### config.mk
export PLATFORM = sky130hd
export DESIGN_NAME = spi_xfer_queue
export DESIGN_NICKNAME = d
export VERILOG_FILES = /design/src/rtl/spi_xfer_queue_pkg.sv /design/src/rtl/spi_xfer_queue_sync_fifo.sv /design/src/rtl/spi_xfer_queue.sv
export SDC_FILE = /design/constraint.sdc
export NUM_CORES = 1
export LEC_CHECK = 0
export BUFFER_PORTS_ARGS = -buffer_cell sky130_fd_sc_hd__buf_4
export CORE_ASPECT_RATIO = 2
export CORE_MARGIN = 2
export CORE_UTILIZATION = 50
export CTS_BUF_LIST = sky130_fd_sc_hd__clkbuf_16
export DETAILED_ROUTE_END_ITERATION = 8
export MAX_ROUTING_LAYER = met4
export PLACE_DENSITY = 0.72
export SLEW_MARGIN = 20
export SYNTH_ARGS = -nofsm -noshare
export SYNTH_HDL_FRONTEND = slang
export SYNTH_SLANG_ARGS = --single-unit
### constraint.sdc
create_clock -name clk -period 5.3 [get_ports clk]
set_clock_uncertainty 0.2 [all_clocks]
set_input_delay 1.06 -clock clk [delete_from_list [all_inputs] [get_ports clk]]
set_output_delay 1.06 -clock clk [all_outputs]
set_load 0.02 [all_outputs]
### src/rtl/spi_xfer_queue_pkg.sv
// Shared types for the SPI transfer queue: FSM state encoding and gap counter width.
package spi_pkg;

  localparam int BYTE_W    = 8;
  localparam int GAP_CNT_W = 8;

  typedef enum logic [2:0] {
    ST_IDLE      = 3'd0,
    ST_START     = 3'd1,
    ST_WAIT_LOW  = 3'd2,
    ST_WAIT_HIGH = 3'd3,
    ST_CAPTURE   = 3'd4,
    ST_GAP       = 3'd5
  } state_e;

endpackage

### src/rtl/spi_xfer_queue_sync_fifo.sv
// Synchronous FIFO used for both the TX and RX byte queues.
// A push while full is accepted only if a pop happens in the same cycle,
// so push+pop always leaves the count unchanged. Read data reads 0 when empty.
module sync_fifo #(
  parameter int WIDTH = 8,
  parameter int DEPTH = 4
) (
  input  logic                       clk,
  input  logic                       rst,
  input  logic                       push,
  input  logic [WIDTH-1:0]           wr_data,
  input  logic                       pop,
  output logic [WIDTH-1:0]           rd_data,
  output logic                       full,
  output logic                       empty,
  output logic [$clog2(DEPTH):0]     count
);

  localparam int AW = $clog2(DEPTH);
  localparam int CW = AW + 1;

  logic [WIDTH-1:0] mem_q [DEPTH];
  logic [AW-1:0]    wr_ptr_q, wr_ptr_d;
  logic [AW-1:0]    rd_ptr_q, rd_ptr_d;
  logic [CW-1:0]    count_q, count_d;
  logic             do_push, do_pop;

  assign full    = (count_q == CW'(DEPTH));
  assign empty   = (count_q == '0);
  assign count   = count_q;
  assign do_pop  = pop && !empty;
  assign do_push = push && (!full || pop);
  assign rd_data = empty ? '0 : mem_q[rd_ptr_q];

  // Pointer and occupancy next-state.
  always_comb begin
    wr_ptr_d = wr_ptr_q;
    rd_ptr_d = rd_ptr_q;
    count_d  = count_q;
    if (do_push) wr_ptr_d = wr_ptr_q + AW'(1);
    if (do_pop)  rd_ptr_d = rd_ptr_q + AW'(1);
    case ({do_push, do_pop})
      2'b10:   count_d = count_q + CW'(1);
      2'b01:   count_d = count_q - CW'(1);
      default: count_d = count_q;
    endcase
  end

  // Pointer and occupancy registers.
  always_ff @(posedge clk or posedge rst) begin
    if (rst) begin
      wr_ptr_q <= '0;
      rd_ptr_q <= '0;
      count_q  <= '0;
    end else begin
      wr_ptr_q <= wr_ptr_d;
      rd_ptr_q <= rd_ptr_d;
      count_q  <= count_d;
    end
  end

  // Storage array; contents are don't-care until written, reads are gated by empty.
  always_ff @(posedge clk) begin
    if (do_push) mem_q[wr_ptr_q] <= wr_data;
  end

endmodule

### src/rtl/spi_xfer_queue.sv
// SPI transfer queue: buffers bytes for an external SPI master, sequences one
// transfer at a time with a programmable idle gap, and queues received bytes.
// Optional feature macro SPI_XFER_QUEUE_RX_EN: when defined, received bytes go
// into an RX FIFO with a sticky overflow flag; when undefined, received bytes
// are discarded and rx_valid/rx_data/rx_overflow are held at 0.
//
// state      | meaning
// IDLE       | waiting for a queued TX byte; pops it into spi_data_in
// START      | spi_start pulse for one cycle
// WAIT_LOW   | waiting for the master to drop chip select
// WAIT_HIGH  | transfer in progress, waiting for chip select to rise
// CAPTURE    | master's received byte is taken
// GAP        | idle spacing of GAP_CYCLES clocks before the next transfer
module spi_xfer_queue
  import spi_pkg::*;
#(
  parameter int DEPTH      = 4,
  parameter int GAP_CYCLES = 2
) (
  input  logic              clk,
  input  logic              rst,
  input  logic [BYTE_W-1:0] tx_data,
  input  logic              tx_valid,
  output logic              tx_ready,
  output logic [BYTE_W-1:0] rx_data,
  output logic              rx_valid,
  input  logic              rx_ready,
  output logic              spi_start,
  output logic [BYTE_W-1:0] spi_data_in,
  input  logic              spi_cs,
  input  logic [BYTE_W-1:0] spi_data_out,
  output logic              busy,
  output logic              rx_overflow
);

  localparam int CW = $clog2(DEPTH) + 1;

  state_e               state_q, state_d;
  logic [BYTE_W-1:0]    data_q, data_d;
  logic                 start_q, start_d;
  logic [GAP_CNT_W-1:0] gap_q, gap_d;

  logic                 tx_push, tx_pop, tx_full, tx_empty;
  logic [BYTE_W-1:0]    tx_head;
  logic [CW-1:0]        tx_count;
  logic                 tx_unused;

  assign tx_ready  = !tx_full;
  assign tx_push   = tx_valid && tx_ready;
  assign tx_unused = ^tx_count;

  sync_fifo #(.WIDTH(BYTE_W), .DEPTH(DEPTH)) u_tx_fifo (
    .clk     (clk),
    .rst     (rst),
    .push    (tx_push),
    .wr_data (tx_data),
    .pop     (tx_pop),
    .rd_data (tx_head),
    .full    (tx_full),
    .empty   (tx_empty),
    .count   (tx_count)
  );

`ifdef SPI_XFER_QUEUE_RX_EN
  logic                 rx_push, rx_pop, rx_full, rx_empty;
  logic [CW-1:0]        rx_count;
  logic                 ovf_q, ovf_d;
  logic                 rx_unused;

  assign rx_valid    = !rx_empty;
  assign rx_pop      = rx_valid && rx_ready;
  assign rx_overflow = ovf_q;
  assign rx_unused   = ^rx_count;

  sync_fifo #(.WIDTH(BYTE_W), .DEPTH(DEPTH)) u_rx_fifo (
    .clk     (clk),
    .rst     (rst),
    .push    (rx_push),
    .wr_data (spi_data_out),
    .pop     (rx_pop),
    .rd_data (rx_data),
    .full    (rx_full),
    .empty   (rx_empty),
    .count   (rx_count)
  );

  // A byte is dropped only when the RX FIFO is full and nothing leaves it this cycle.
  always_comb begin
    rx_push = (state_q == ST_CAPTURE);
    ovf_d   = ovf_q;
    if (rx_push && rx_full && !rx_pop) ovf_d = 1'b1;
  end

  // Sticky overflow flag, cleared only by reset.
  always_ff @(posedge clk or posedge rst) begin
    if (rst) ovf_q <= 1'b0;
    else     ovf_q <= ovf_d;
  end
`else
  logic rx_unused;

  assign rx_valid    = 1'b0;
  assign rx_data     = '0;
  assign rx_overflow = 1'b0;
  assign rx_unused   = rx_ready ^ (^spi_data_out);
`endif

  assign spi_start   = start_q;
  assign spi_data_in = data_q;
  assign busy        = (state_q != ST_IDLE) || !tx_empty;

  // Transfer sequencing: next state, TX pop, start pulse and gap counting.
  always_comb begin
    state_d = state_q;
    data_d  = data_q;
    start_d = 1'b0;
    gap_d   = gap_q;
    tx_pop  = 1'b0;
    case (state_q)
      ST_IDLE: begin
        if (!tx_empty) begin
          tx_pop  = 1'b1;
          data_d  = tx_head;
          start_d = 1'b1;
          state_d = ST_START;
        end
      end
      ST_START: begin
        state_d = ST_WAIT_LOW;
      end
      ST_WAIT_LOW: begin
        if (!spi_cs) state_d = ST_WAIT_HIGH;
      end
      ST_WAIT_HIGH: begin
        if (spi_cs) state_d = ST_CAPTURE;
      end
      ST_CAPTURE: begin
        if (GAP_CYCLES == 0) begin
          state_d = ST_IDLE;
        end else begin
          gap_d   = GAP_CNT_W'(GAP_CYCLES);
          state_d = ST_GAP;
        end
      end
      ST_GAP: begin
        gap_d = gap_q - GAP_CNT_W'(1);
        if (gap_q <= GAP_CNT_W'(1)) begin
          gap_d   = '0;
          state_d = ST_IDLE;
        end
      end
      default: begin
        state_d = ST_IDLE;
      end
    endcase
  end

  // Sequencer registers; start_q is high exactly while in START.
  always_ff @(posedge clk or posedge rst) begin
    if (rst) begin
      state_q <= ST_IDLE;
      data_q  <= '0;
      start_q <= 1'b0;
      gap_q   <= '0;
    end else begin
      state_q <= state_d;
      data_q  <= data_d;
      start_q <= start_d;
      gap_q   <= gap_d;
    end
  end

endmodule

==> flow_metrics.env <==
export IMPL_grt_pass1_wl_mm=7.00
export IMPL_design_area_sq_um=3090
export IMPL_hold_class="reg -> reg"
export IMPL_drt_wl_total_mm=4.47
export IMPL_dp_hpwl_mm=3.07
export IMPL_die_x_um=54.9
export IMPL_antenna_cells=0
export IMPL_ios=42
export IMPL_grt_max_degree=28
export IMPL_via_per_inst=5.41
export IMPL_synth_most_common_cell="edfxtp_1"
export IMPL_core_area_sq_um=5090
export IMPL_cts_made_buffers=9
export IMPL_dr_pass1_iters=4
export IMPL_hold_end="spi_data_in[6]"
export IMPL_worst_slack_ps=2630
export IMPL_dr_first_iter_drc_count=44
export IMPL_r2r_end="u_tx_fifo.count[2]"
export IMPL_path_max_fanout=4
export IMPL_cts_htree_levels=3
export IMPL_period_minus_slack_ps=2670
export IMPL_hp_start="spi_data_in[6]"
export IMPL_synth_seq_cells=59
export IMPL_yosysWarnings=0
export IMPL_finalSetupViolations=0
export IMPL_synthFlopType="edfxtp_1"
export IMPL_final_util=0.607
export IMPL_gr_total_overflow=0
export IMPL_finalHoldViolCount=0
export IMPL_gp_congestion=0.674
export IMPL_fp_dieH_um=106
export IMPL_cts_tree="built"
export IMPL_seqPwrFrac=0.388
export IMPL_netlist_instances=174
export IMPL_fmax_ghz=0.374
export IMPL_worst_pin_slew_ps=608
export IMPL_cts_setup_buffers=0
export IMPL_startpoint_type="flop"
export IMPL_synth_area_leaders="edfxtp_1 (37%), dfrtp_1 (26%), mux4_2 (6.9%), mux2_2 (4.3%), ha_1 (3.4%)"
export IMPL_cts_resized=0
export IMPL_num_rows=37
export IMPL_cts_root_buf="clkbuf_16"
export IMPL_endpoint_kind="output port"
export IMPL_grt_pass1_vias=1536
export IMPL_synth_common_cells="edfxtp_1 (32), dfrtp_1 (27), inv_1 (12)"
export IMPL_worst_ep_arrival_time_ps=1410
export IMPL_drv_cap=0
export IMPL_holdWs_ps=307
export IMPL_combPwrFrac=0.298
export IMPL_status="finished, final reports clean"
export IMPL_intPower_mw=1.34
export IMPL_relSlewSlack=0.595
export IMPL_dieArea_sq_um=5820
export IMPL_antenna_left=0
export IMPL_synth_async_sr_flop_share=0.458
export IMPL_grt_setup_unrepaired="false"
export IMPL_worst_r2r_path_depth=8
export IMPL_syn_to_final_growth_pct=19.2
export IMPL_cp_required_ps=4040
export IMPL_synth_edf_count=32
export IMPL_netlist_area_sq_um=2590
export IMPL_clk_latency_ps=320
export IMPL_dpl_worst_slack_ps=2570
export IMPL_nets=231
export IMPL_portBuffers=22
export IMPL_synth_top_cell_area_share=0.370
export IMPL_grtUsageTotal=0.180
export IMPL_hold_buffers=0
export IMPL_fin_tns_setup_ps=0
export IMPL_slew_violations=0
export IMPL_antenna_found_initial=0
export IMPL_cp_cell_sequence="nor4_1 -> nand2_1 -> buf_4"
export IMPL_start_util=0.510
export IMPL_fin_crit_sh=0.505
export IMPL_avgSynthCellArea_sq_um=14.9
export IMPL_cts_sinks=59
export IMPL_leakagePower_nw=1.29
export IMPL_path_clk_slew_ps=60
export IMPL_yosys_area_top_type="edfxtp_1"
export IMPL_timing_rr_start="state_q[0]"
export IMPL_hold_depth=1
export IMPL_switchingPower_mw=0.633
export IMPL_routedWlPerCell_um=16.9
export IMPL_power_density_nw_per_um2=638
export IMPL_irDropWorstVdd_v=0.000426
export IMPL_drc=0
export IMPL_clock_power_share=0.314
export IMPL_r2r_slack_ps=2660
export IMPL_clockBufferDepth=2
export IMPL_p_sw_frac=0.321
export IMPL_crit_type="reg -> out"
export IMPL_slowest_delay_ps=420
export IMPL_yosysUniqueCellTypes=42
export IMPL_yosysSeqAreaShare=0.631
export IMPL_vias=1434
export IMPL_placed_area_sq_um=2770
export IMPL_drive_above_1_share=0.300
export IMPL_slowest_stage="dfrtp_1"
-- per-stage QoR --
stage	cells	power, mW
after CTS	265	1.99
after detailed placement	249	1.36
after global placement	249	1.32
after floorplan	183	1.19
final	265	1.97
after global routing	265	2.07
-- power by group through the flow --
stage                     Sequential, mW  Combinational [mW]  Clock [mW]
after floorplan                    0.758               0.434           0
after global placement             0.761               0.556           0
after detailed placement           0.773               0.590           0
after CTS                          0.767               0.595       0.629
after global routing               0.784               0.643       0.648
final                              0.766               0.587       0.620
-- worst max-delay path, delay by kind of cell, from the launching register on --
| family | cells | cell delay [ps] |
|---|---|---|
| flip-flops | 1 | 420 |
| buffers and inverters | 1 | 170 |
| AND/OR/NAND/NOR | 2 | 510 |
-- placed cells by master (no fill, tap or decap), drive strengths merged, types with 3 or more instances in the layout --
| master | instances |
|---|---|
| a21oi | 3 |
| inv | 13 |
| ha | 7 |
| nand2 | 6 |
| nor3 | 4 |
| xor2 | 5 |
| mux2 | 10 |
| nor2 | 8 |
| conb | 10 |
| clkbuf | 9 |
| mux4 | 8 |
| dfrtp | 27 |
| and3 | 7 |
| edfxtp | 32 |
| buf | 22 |
| xnor2 | 4 |
-- logic make-up after synthesis --
group	count (synthesis)	synth area share
AO/OA/AOI/OAI	16	0.0487
XOR/XNOR	9	0.0304
adder cells (fa/ha/maj)	8	0.0415
buffers and inverters	26	0.0559
flip-flops	59	0.631
multiplexers	19	0.117
other	1	0.00145
AND/OR/NAND/NOR	36	0.0747
-- registers in the layout, indices dropped and copies added, names as in the netlist --
name and cells:
u_tx_fifo.count 3, u_tx_fifo.wr_ptr_q 2, spi_start 1, spi_data_in 8, gap_q 8, state_q 3, u_tx_fifo.mem_q 32, u_tx_fifo.rd_ptr_q 2
-- cell type report --
class / instances / area (sq um)
tap: 58 / 72.6
clock buffer: 9 / 225
multi-input combinational: 98 / 847
inverter: 12 / 45.0
fill: 397 / 2000
timing repair buffer: 22 / 165
clock inverter: 7 / 101
sequential: 59 / 1640
-- worst max-delay path by stage --
stage / from / end / slack [ps] / cells past startpoint
floorplan: tx_valid / u_tx_fifo.count[2] / 2800 / 8
global placement: tx_valid / u_tx_fifo.count[2] / 2640 / 9
detailed placement: tx_valid / u_tx_fifo.count[2] / 2570 / 9
CTS: state_q[0] / u_tx_fifo.count[2] / 2610 / 8
global route: state_q[0] / u_tx_fifo.count[2] / 2460 / 8
finish: u_tx_fifo.count[2] / busy / 2630 / 3
-- routing by layer --
layer / GRT usage / routed length (um)
met1: 0.178 / 1650
met2: 0.309 / 2580
met3: 0.0482 / 163
met4: 0.0836 / 81
met5: - / 0
(Power assumes the default switching activity.)
